File: config.mk
export PLATFORM = sky130hd
export DESIGN_NAME = register_file
export DESIGN_NICKNAME = d
export VERILOG_FILES = /design/src/rtl/register_file.sv
export SDC_FILE = /design/constraint.sdc
export NUM_CORES = 2
export LEC_CHECK = 0
export ABC_AREA = 1
export BUFFER_PORTS_ARGS = -buffer_cell sky130_fd_sc_hd__buf_4
export CORE_MARGIN = 4
export CORE_UTILIZATION = 25
export DETAILED_ROUTE_END_ITERATION = 7
export PLACE_DENSITY_LB_ADDON = 0.3
export SLEW_MARGIN = 10
export SYNTH_ARGS = -nofsm -noshare
export SYNTH_HDL_FRONTEND = slang
export SYNTH_SLANG_ARGS = --single-unit
File: constraint.sdc
create_clock -name Sys_clk -period 2.6 [get_ports Sys_clk]
set_clock_uncertainty 0.05 [all_clocks]
set_input_delay 0.39 -clock Sys_clk [delete_from_list [all_inputs] [get_ports Sys_clk]]
set_output_delay 0.39 -clock Sys_clk [all_outputs]
set_load 0.05 [all_outputs]
File: src/rtl/register_file.sv
`default_nettype none
// ============================================================================
// Module   : register_file
// Brief    : Architectural register file x0..x31 with per-register rename
//            tags. Retires in-order commits, records destination renames,
//            serves combinational operand lookups (tag or value) and clears
//            every pending rename on a misprediction flush.
//            Optional macro RF_COMMIT_BYPASS_EN forwards a same-cycle commit
//            to the lookup ports.
// Revision : 1.0 - initial release
// ============================================================================
module register_file #(
  parameter int                  REG_WIDTH    = 5,
  parameter int                  EX_REG_WIDTH = 6,
  parameter logic [5:0]          NON_REG      = 6'b100000,
  parameter int                  RoB_WIDTH    = 8,
  parameter int                  EX_RoB_WIDTH = 9,
  parameter logic [8:0]          NON_DEP      = 9'b100000000
) (
  input  logic                    Sys_clk,
  input  logic                    Sys_rst_n,
  input  logic                    Sys_rdy,
  input  logic [REG_WIDTH-1:0]    DPRF_rs1,
  input  logic [REG_WIDTH-1:0]    DPRF_rs2,
  output logic [EX_RoB_WIDTH-1:0] RFDP_Qj,
  output logic [EX_RoB_WIDTH-1:0] RFDP_Qk,
  output logic [31:0]             RFDP_Vj,
  output logic [31:0]             RFDP_Vk,
  input  logic                    DPRF_en,
  input  logic [EX_REG_WIDTH-1:0] DPRF_rd,
  input  logic [RoB_WIDTH-1:0]    DPRF_RoB_index,
  input  logic                    RoBRF_pre_judge,
  input  logic                    RoBRF_en,
  input  logic [RoB_WIDTH-1:0]    RoBRF_RoB_index,
  input  logic [EX_REG_WIDTH-1:0] RoBRF_rd,
  input  logic [31:0]             RoBRF_value
);

  localparam int NUM_REGS   = 1 << REG_WIDTH;
  localparam int DATA_WIDTH = 32;

  logic [DATA_WIDTH-1:0]   value_q [NUM_REGS];
  logic [DATA_WIDTH-1:0]   value_d [NUM_REGS];
  logic [EX_RoB_WIDTH-1:0] tag_q   [NUM_REGS];
  logic [EX_RoB_WIDTH-1:0] tag_d   [NUM_REGS];

  logic                    commit_valid;
  logic                    rename_valid;
  logic [REG_WIDTH-1:0]    commit_idx;
  logic [REG_WIDTH-1:0]    rename_idx;
  logic [EX_RoB_WIDTH-1:0] commit_tag;

  // x0 and the no-register marker are never real write targets
  assign commit_idx   = RoBRF_rd[REG_WIDTH-1:0];
  assign rename_idx   = DPRF_rd[REG_WIDTH-1:0];
  assign commit_tag   = {1'b0, RoBRF_RoB_index};
  assign commit_valid = RoBRF_en && (RoBRF_rd != NON_REG) && (commit_idx != '0);
  assign rename_valid = DPRF_en && (DPRF_rd != NON_REG) && (rename_idx != '0);

  // Next state: commit value write, tag clear, then flush or rename on tags
  always_comb begin
    value_d = value_q;
    tag_d   = tag_q;
    if (Sys_rdy) begin
      if (commit_valid) begin
        value_d[commit_idx] = RoBRF_value;
        // Only the producer that still owns the register releases it
        if (tag_q[commit_idx] == commit_tag) begin
          tag_d[commit_idx] = NON_DEP;
        end
      end
      if (!RoBRF_pre_judge) begin
        for (int i = 0; i < NUM_REGS; i++) begin
          tag_d[i] = NON_DEP;
        end
      end else if (rename_valid) begin
        // A rename overrides the clear from a same-cycle commit
        tag_d[rename_idx] = {1'b0, DPRF_RoB_index};
      end
    end
  end

  // State registers with synchronous active-low reset
  always_ff @(posedge Sys_clk) begin
    if (!Sys_rst_n) begin
      for (int i = 0; i < NUM_REGS; i++) begin
        value_q[i] <= '0;
        tag_q[i]   <= NON_DEP;
      end
    end else begin
      value_q <= value_d;
      tag_q   <= tag_d;
    end
  end

  // Operand lookup: {tag, value}; value is only exposed when no producer pends
  function automatic logic [EX_RoB_WIDTH+DATA_WIDTH-1:0] lookup(
    input logic [REG_WIDTH-1:0] src
  );
    logic [EX_RoB_WIDTH-1:0] q;
    logic [DATA_WIDTH-1:0]   v;
    q = NON_DEP;
    v = '0;
    if (src != '0) begin
      if (tag_q[src] == NON_DEP) begin
        v = value_q[src];
      end else begin
        q = tag_q[src];
      end
`ifdef RF_COMMIT_BYPASS_EN
      // Forward the value of the owning producer committing right now
      if (Sys_rdy && commit_valid && (commit_idx == src) && (tag_q[src] == commit_tag)) begin
        q = NON_DEP;
        v = RoBRF_value;
      end
`endif
    end
    return {q, v};
  endfunction

  assign {RFDP_Qj, RFDP_Vj} = lookup(DPRF_rs1);
  assign {RFDP_Qk, RFDP_Vk} = lookup(DPRF_rs2);

endmodule
`default_nettype wire

======== Word level (Yosys, flattened, before mapping) ========
Index checks and enable logic that the tools add are counted.
storage, ports and cells
  register bits after elaboration ......... 1,312
  bits of input ports ..................... 76
  output and inout port bits .............. 82
  word-level logic and storage cells ...... 129
operators by class
  order comparisons ....................... 6
  equality and inequality tests ........... 5
  mux-type cells .......................... 36
  bitwise gates (word level) .............. 7
  reduce and logical (&&, ||, !) cells .... 11
operators with widths
  operator            number
  $mux 288            5
  $bwmux 1024         1
  $bmux 32 s5         2
  $bwmux 288          1
  $mux 32             9
  $and 256x256->256   1
  $not 256->256       1
  $demux 32 s5        1
  $bmux 9 s5          3
  $mux 9              12
  $demux 9 s5         2
  $or 32x32->32       1
  $ge 6x6->1 const B  4
  $not 5->6           4
  $reduce_bool 5->1   4
  $eq 9x9->1 const B  2
  $lt 6x1->1 const B  2
  $ne 6x6->1 const B  2
  $eq 9x8->1          1
  $logic_and 1x1->1   6
  $reduce_and 2->1    1

======== Logic depth before layout (Yosys ltp) ========
  depth in word-level cells ............... 13
  mapped depth ............................ 21

======== Worst setup path before layout ========
No wires, ideal clock.
  path kind ............................... input port to output port
  from .................................... input port DPRF_rs2[1]
  to ...................................... output port RFDP_Vk[11]
  arrival ................................. 2.780 ns
  required time ........................... 2.160 ns
  setup slack ............................. -0.620 ns
  stages .................................. 13
  path buffers ............................ 5
  cell sequence ........................... clkbuf_1 > inv_2 > buf_2 > buf_2 > clkbuf_1 > clkbuf_1 > a21oi_1 > a21oi_1 > nand2_1 > o311ai_0 > o31ai_1 > a21o_1 > nor2_1
between the ends
  cells in the longest elaborated chain, start to end .. 7
  elaborated cells between the ends (all ways) .. 11
  classes of those cells .................. eq/ne: 1; mux: 8; bitwise: 1; reduce/logical: 1
ends and longest elaborated chain
  element                                    line      RTL
  start: declaration                         24        input logic [REG_WIDTH-1:0] DPRF_rs2,
  $not 5->6 (implied by the code)            105, 106
  $bmux 9 s5                                 105       if (tag_q[src] == NON_DEP) begin
  $mux 9 (implied by the code) (2 in a row)  105
  $eq 9x9->1                                 105
  $mux 32                                    105
  $mux 32 *                                  104       if (src != '0) begin
  end: declaration                           28        output logic [31:0] RFDP_Vk,
Every way passes the cells marked *; elsewhere a longest branch is shown, timed or not. The select of a mux whose other input is x is not followed.

======== Worst setup path in the final report ========
  from .................................... register tag_q[156] in the netlist's numbering
  to ...................................... output port RFDP_Vk[2]
between the ends
  cells in the longest elaborated chain, start to end .. 6
ends and longest elaborated chain
  element                                    line  RTL
  start: declaration                         44    logic [EX_RoB_WIDTH-1:0] tag_q [NUM_REGS];
  start signal: assignment                   92    tag_q <= tag_d;
  $bmux 9 s5                                 105
  $mux 9 (implied by the code) (2 in a row)  105
  $eq 9x9->1                                 105
  $mux 32                                    105
  $mux 32                                    104
Every way passes these cells. The select of a mux whose other input is x is not followed.

==> impl_metrics.env <==
export IMPL_die_y_um=558
export IMPL_fp_row_count=201
export IMPL_grt_max_degree=191
export IMPL_die_area_mm2=0.311
export IMPL_vdd_ir_drop_max_uv=486
export IMPL_synth_avg_cell_area_um2=6.31
export IMPL_cp_buffers_inverters=5
export IMPL_cpMaxStageDelayCell="nor4b_4"
export IMPL_fmax_mhz=261
export IMPL_clk_latency_ns=0.84
export IMPL_busiest_layer="met2"
export IMPL_ant_nets=0
export IMPL_layout_min_cycle_time_ns=3.83
export IMPL_finalMaxSlewViolations=0
export IMPL_htree_levels=4
export IMPL_finalNonFillerCells=16400
export IMPL_hold_viol=0
export IMPL_die_width_um=558
export IMPL_vias=88200
export IMPL_hpwl_mm=247
export IMPL_core_area_mm2=0.300
export IMPL_track_usage_pct=23.5
export IMPL_grtUsageMet3_pct=4.03
export IMPL_drt_wl_total_mm=384
export IMPL_power_total_w=0.0512
export IMPL_clk_pin_slew_ns=0.06
export IMPL_arrival_ns=3.39
export IMPL_critPathTopFamily="simple AND/OR/NAND/NOR gates"
export IMPL_placed_cells=16000
export IMPL_drtIter0Drc=10600
export IMPL_n_fill_cell=32500
export IMPL_crit_type="reg2out"
export IMPL_start_kind="flop"
export IMPL_synth_net_count=12100
export IMPL_cts_max_path_buffers=4
export IMPL_violations="negative setup slack"
export IMPL_power_density_mw_per_mm2=527
export IMPL_syn_inst=12000
export IMPL_p_leak_nw=36.9
export IMPL_ys_ff_latch=1312
export IMPL_slew_headroom_pct=17.6
export IMPL_final_common_cell="nand2_1"
export IMPL_synth_seq_area_share_pct=34.8
export IMPL_drive_above_1_share_pct=16.7
export IMPL_cts_buffers=165
export IMPL_fin_nets=12400
export IMPL_end_kind="primary output"
export IMPL_antenna_found_initial=24
export IMPL_layout_common_cells="nand2_1 (2700), a21oi_1 (2512), o21ai_0 (1598)"
export IMPL_yosys_warnings=0
export IMPL_place_congestion=1.00
export IMPL_hold_path_class="in2reg"
export IMPL_clock_sinks=1312
export IMPL_ctsRootBufferMaster="clkbuf_16"
export IMPL_required_ns=2.16
export IMPL_grt_pass1_vias=78900
export IMPL_path_max_fanout=8
export IMPL_rsz0062_at_grt="yes"
export IMPL_drt_pre_antenna_iters=6
export IMPL_grt_first_pass_wirelength_mm=556
export IMPL_drc=0
export IMPL_stdcell_area_mm2=0.0970
export IMPL_wl_per_cell_um=23.4
export IMPL_num_io_pins=158
export IMPL_start_util_pct=25.2
export IMPL_min_period_over_period_pct=147
export IMPL_tritoncts="done"
export IMPL_worst_slack_ns=-1.23
export IMPL_drt_vias_per_instance=5.37
export IMPL_tightest_slew_ns=1.23
export IMPL_status="finished with violations"
export IMPL_drv_cap=0
export IMPL_synth_cell_type_count=42
export IMPL_netlist_area_mm2=0.0756
export IMPL_setup_viol=356
export IMPL_areaGrowthSynthToFinish_pct=28.4
export IMPL_grt_use_met1_pct=31.6
export IMPL_crit_path_max_incr_delay_ns=0.39
export IMPL_path_cells="inv_1 -> a21oi_1 -> o21ai_0 -> nand3_1 -> nand3_2 -> nand3_2 -> nand2_2 -> nand4_1 -> nor4b_4 -> buf_4 -> nand2_8 -> buf_16 -> buf_16 -> nor2_4 -> buf_8"
export IMPL_grt_use_met2_pct=35.7
export IMPL_gr_total_overflow=0
export IMPL_place_area_mm2=0.0893
export IMPL_portBuffers=155
## cell families (layout without fill, tap and decap cells)
kind of cell,count (synthesis),count (layout),synth area share [%]
other,0,9,0
DFF,1312,1312,34.8
buffers and inverters,1832,2289,9.40
and+or+nand+nor,4028,4034,21.5
AOI/OAI and AO/OA,4809,4809,34.3
## stage by stage
step	hold slack (ns)	worst slack (ns)	util (%)	TNS (ns)
3_3_place_gp	0.364	-1.29	29.7	-545.12
2_1_floorplan	0.357	-0.181	-	-12.30
4_1_cts	0.0921	-1.27	32.1	-102.95
3_5_place_dp	0.366	-1.26	29.7	-522.54
6_report	0.135	-1.23	32.3	-124.39
5_1_grt	0.116	-1.28	32.3	-159.16
## report_power, final
part / total, W / switching [W] / internal (W) / leakage [nW]
clock: 0.0234 / 0.00979 / 0.0136 / 2.62
sequential: 0.0203 / 0.0000987 / 0.0202 / 10.6
combinational: 0.00744 / 0.00521 / 0.00223 / 23.6
## Yosys cell counts
| library cell | instances | share of area (%) |
|---|---|---|
| a211oi_1 | 104 | 1.0 |
| a21o_1 | 58 | 0.58 |
| a21oi_1 | 2525 | 17 |
| a221o_1 | 54 | 0.72 |
| a221oi_1 | 51 | 0.59 |
| a22oi_1 | 23 | 0.23 |
| a31oi_1 | 5 | 0.041 |
| a32o_1 | 3 | 0.040 |
| buf_1 | 75 | 0.37 |
| buf_2 | 118 | 0.78 |
| buf_4 | 6 | 0.060 |
| buf_6 | 4 | 0.060 |
| buf_8 | 2 | 0.040 |
| clkbuf_1 | 935 | 4.6 |
| clkinv_1 | 33 | 0.16 |
| dfxtp_1 | 1312 | 35 |
| inv_1 | 623 | 3.1 |
| inv_2 | 36 | 0.18 |
| nand2_1 | 2767 | 14 |
| nand2_2 | 1 | 0.0083 |
| nand2_4 | 1 | 0.015 |
| nand3_1 | 458 | 3.0 |
| nand3_2 | 1 | 0.013 |
| nand3_4 | 28 | 0.65 |
| nand4_1 | 7 | 0.058 |
| nor2_1 | 704 | 3.5 |
| nor2_2 | 3 | 0.025 |
| nor2_8 | 2 | 0.053 |
| nor3_1 | 43 | 0.28 |
| nor3_2 | 6 | 0.079 |
| nor4_1 | 2 | 0.017 |
| nor4_2 | 1 | 0.017 |
| nor4b_1 | 1 | 0.012 |
| o211ai_1 | 34 | 0.34 |
| o21a_1 | 1 | 0.0099 |
| o21ai_0 | 1690 | 11 |
| o21ai_1 | 19 | 0.13 |
| o22ai_1 | 6 | 0.050 |
| o311ai_0 | 172 | 2.0 |
| o31ai_1 | 59 | 0.59 |
| o32ai_1 | 5 | 0.058 |
| or2_2 | 3 | 0.025 |
## registers in the layout, indices dropped and copies added, names as in the netlist
name and cells:
tag_q 288, value_q 1024
## timing repair
item,in CTS,in global routing
hold buffers,33,0
pin swaps,97,90
gates resized for setup,393,185
buffers inserted,22,19
gates cloned,14,0
hold endpoints to repair,278,0
endpoints found under the setup margin,358,359
## cell type report
| class | instances | area [µm²] | area share [%] |
|---|---|---|---|
| Antenna cell | 9 | 22.5 | 0.0232 |
| Clock buffer | 246 | 4870 | 5.02 |
| Clock inverter | 44 | 432 | 0.445 |
| Inverter | 692 | 2720 | 2.80 |
| Multi-Input combinational cell | 8843 | 43900 | 45.2 |
| Sequential cell | 1312 | 26400 | 27.2 |
| Tap cell | 3958 | 4950 | 5.10 |
| Timing Repair Buffer | 1307 | 13800 | 14.2 |
## layer usage
metal  routed length, µm  share of wire [%]
met4               23000                6.0
met3               33400                8.7
met5                  72              0.019
met1              163000                 42
met2              165000                 43
## worst paths after layout
check	slack, ns	startpoint	cells after the start	end
worst max-delay path	-1.23	tag_q[156]	15	RFDP_Vk[2]
worst min-delay path	0.13	Sys_rdy	4	value_q[138]
worst max register to register	-0.31	tag_q[150]	20	tag_q[221]
worst min register to register	0.37	value_q[993]	2	value_q[993]
## tightest hold or removal path: stages
cell,delay (ns)
buf_6,0.15
buf_12,0.21
nand3_1,0.14
a21oi_1,0.06
(Power assumes the default switching activity.)
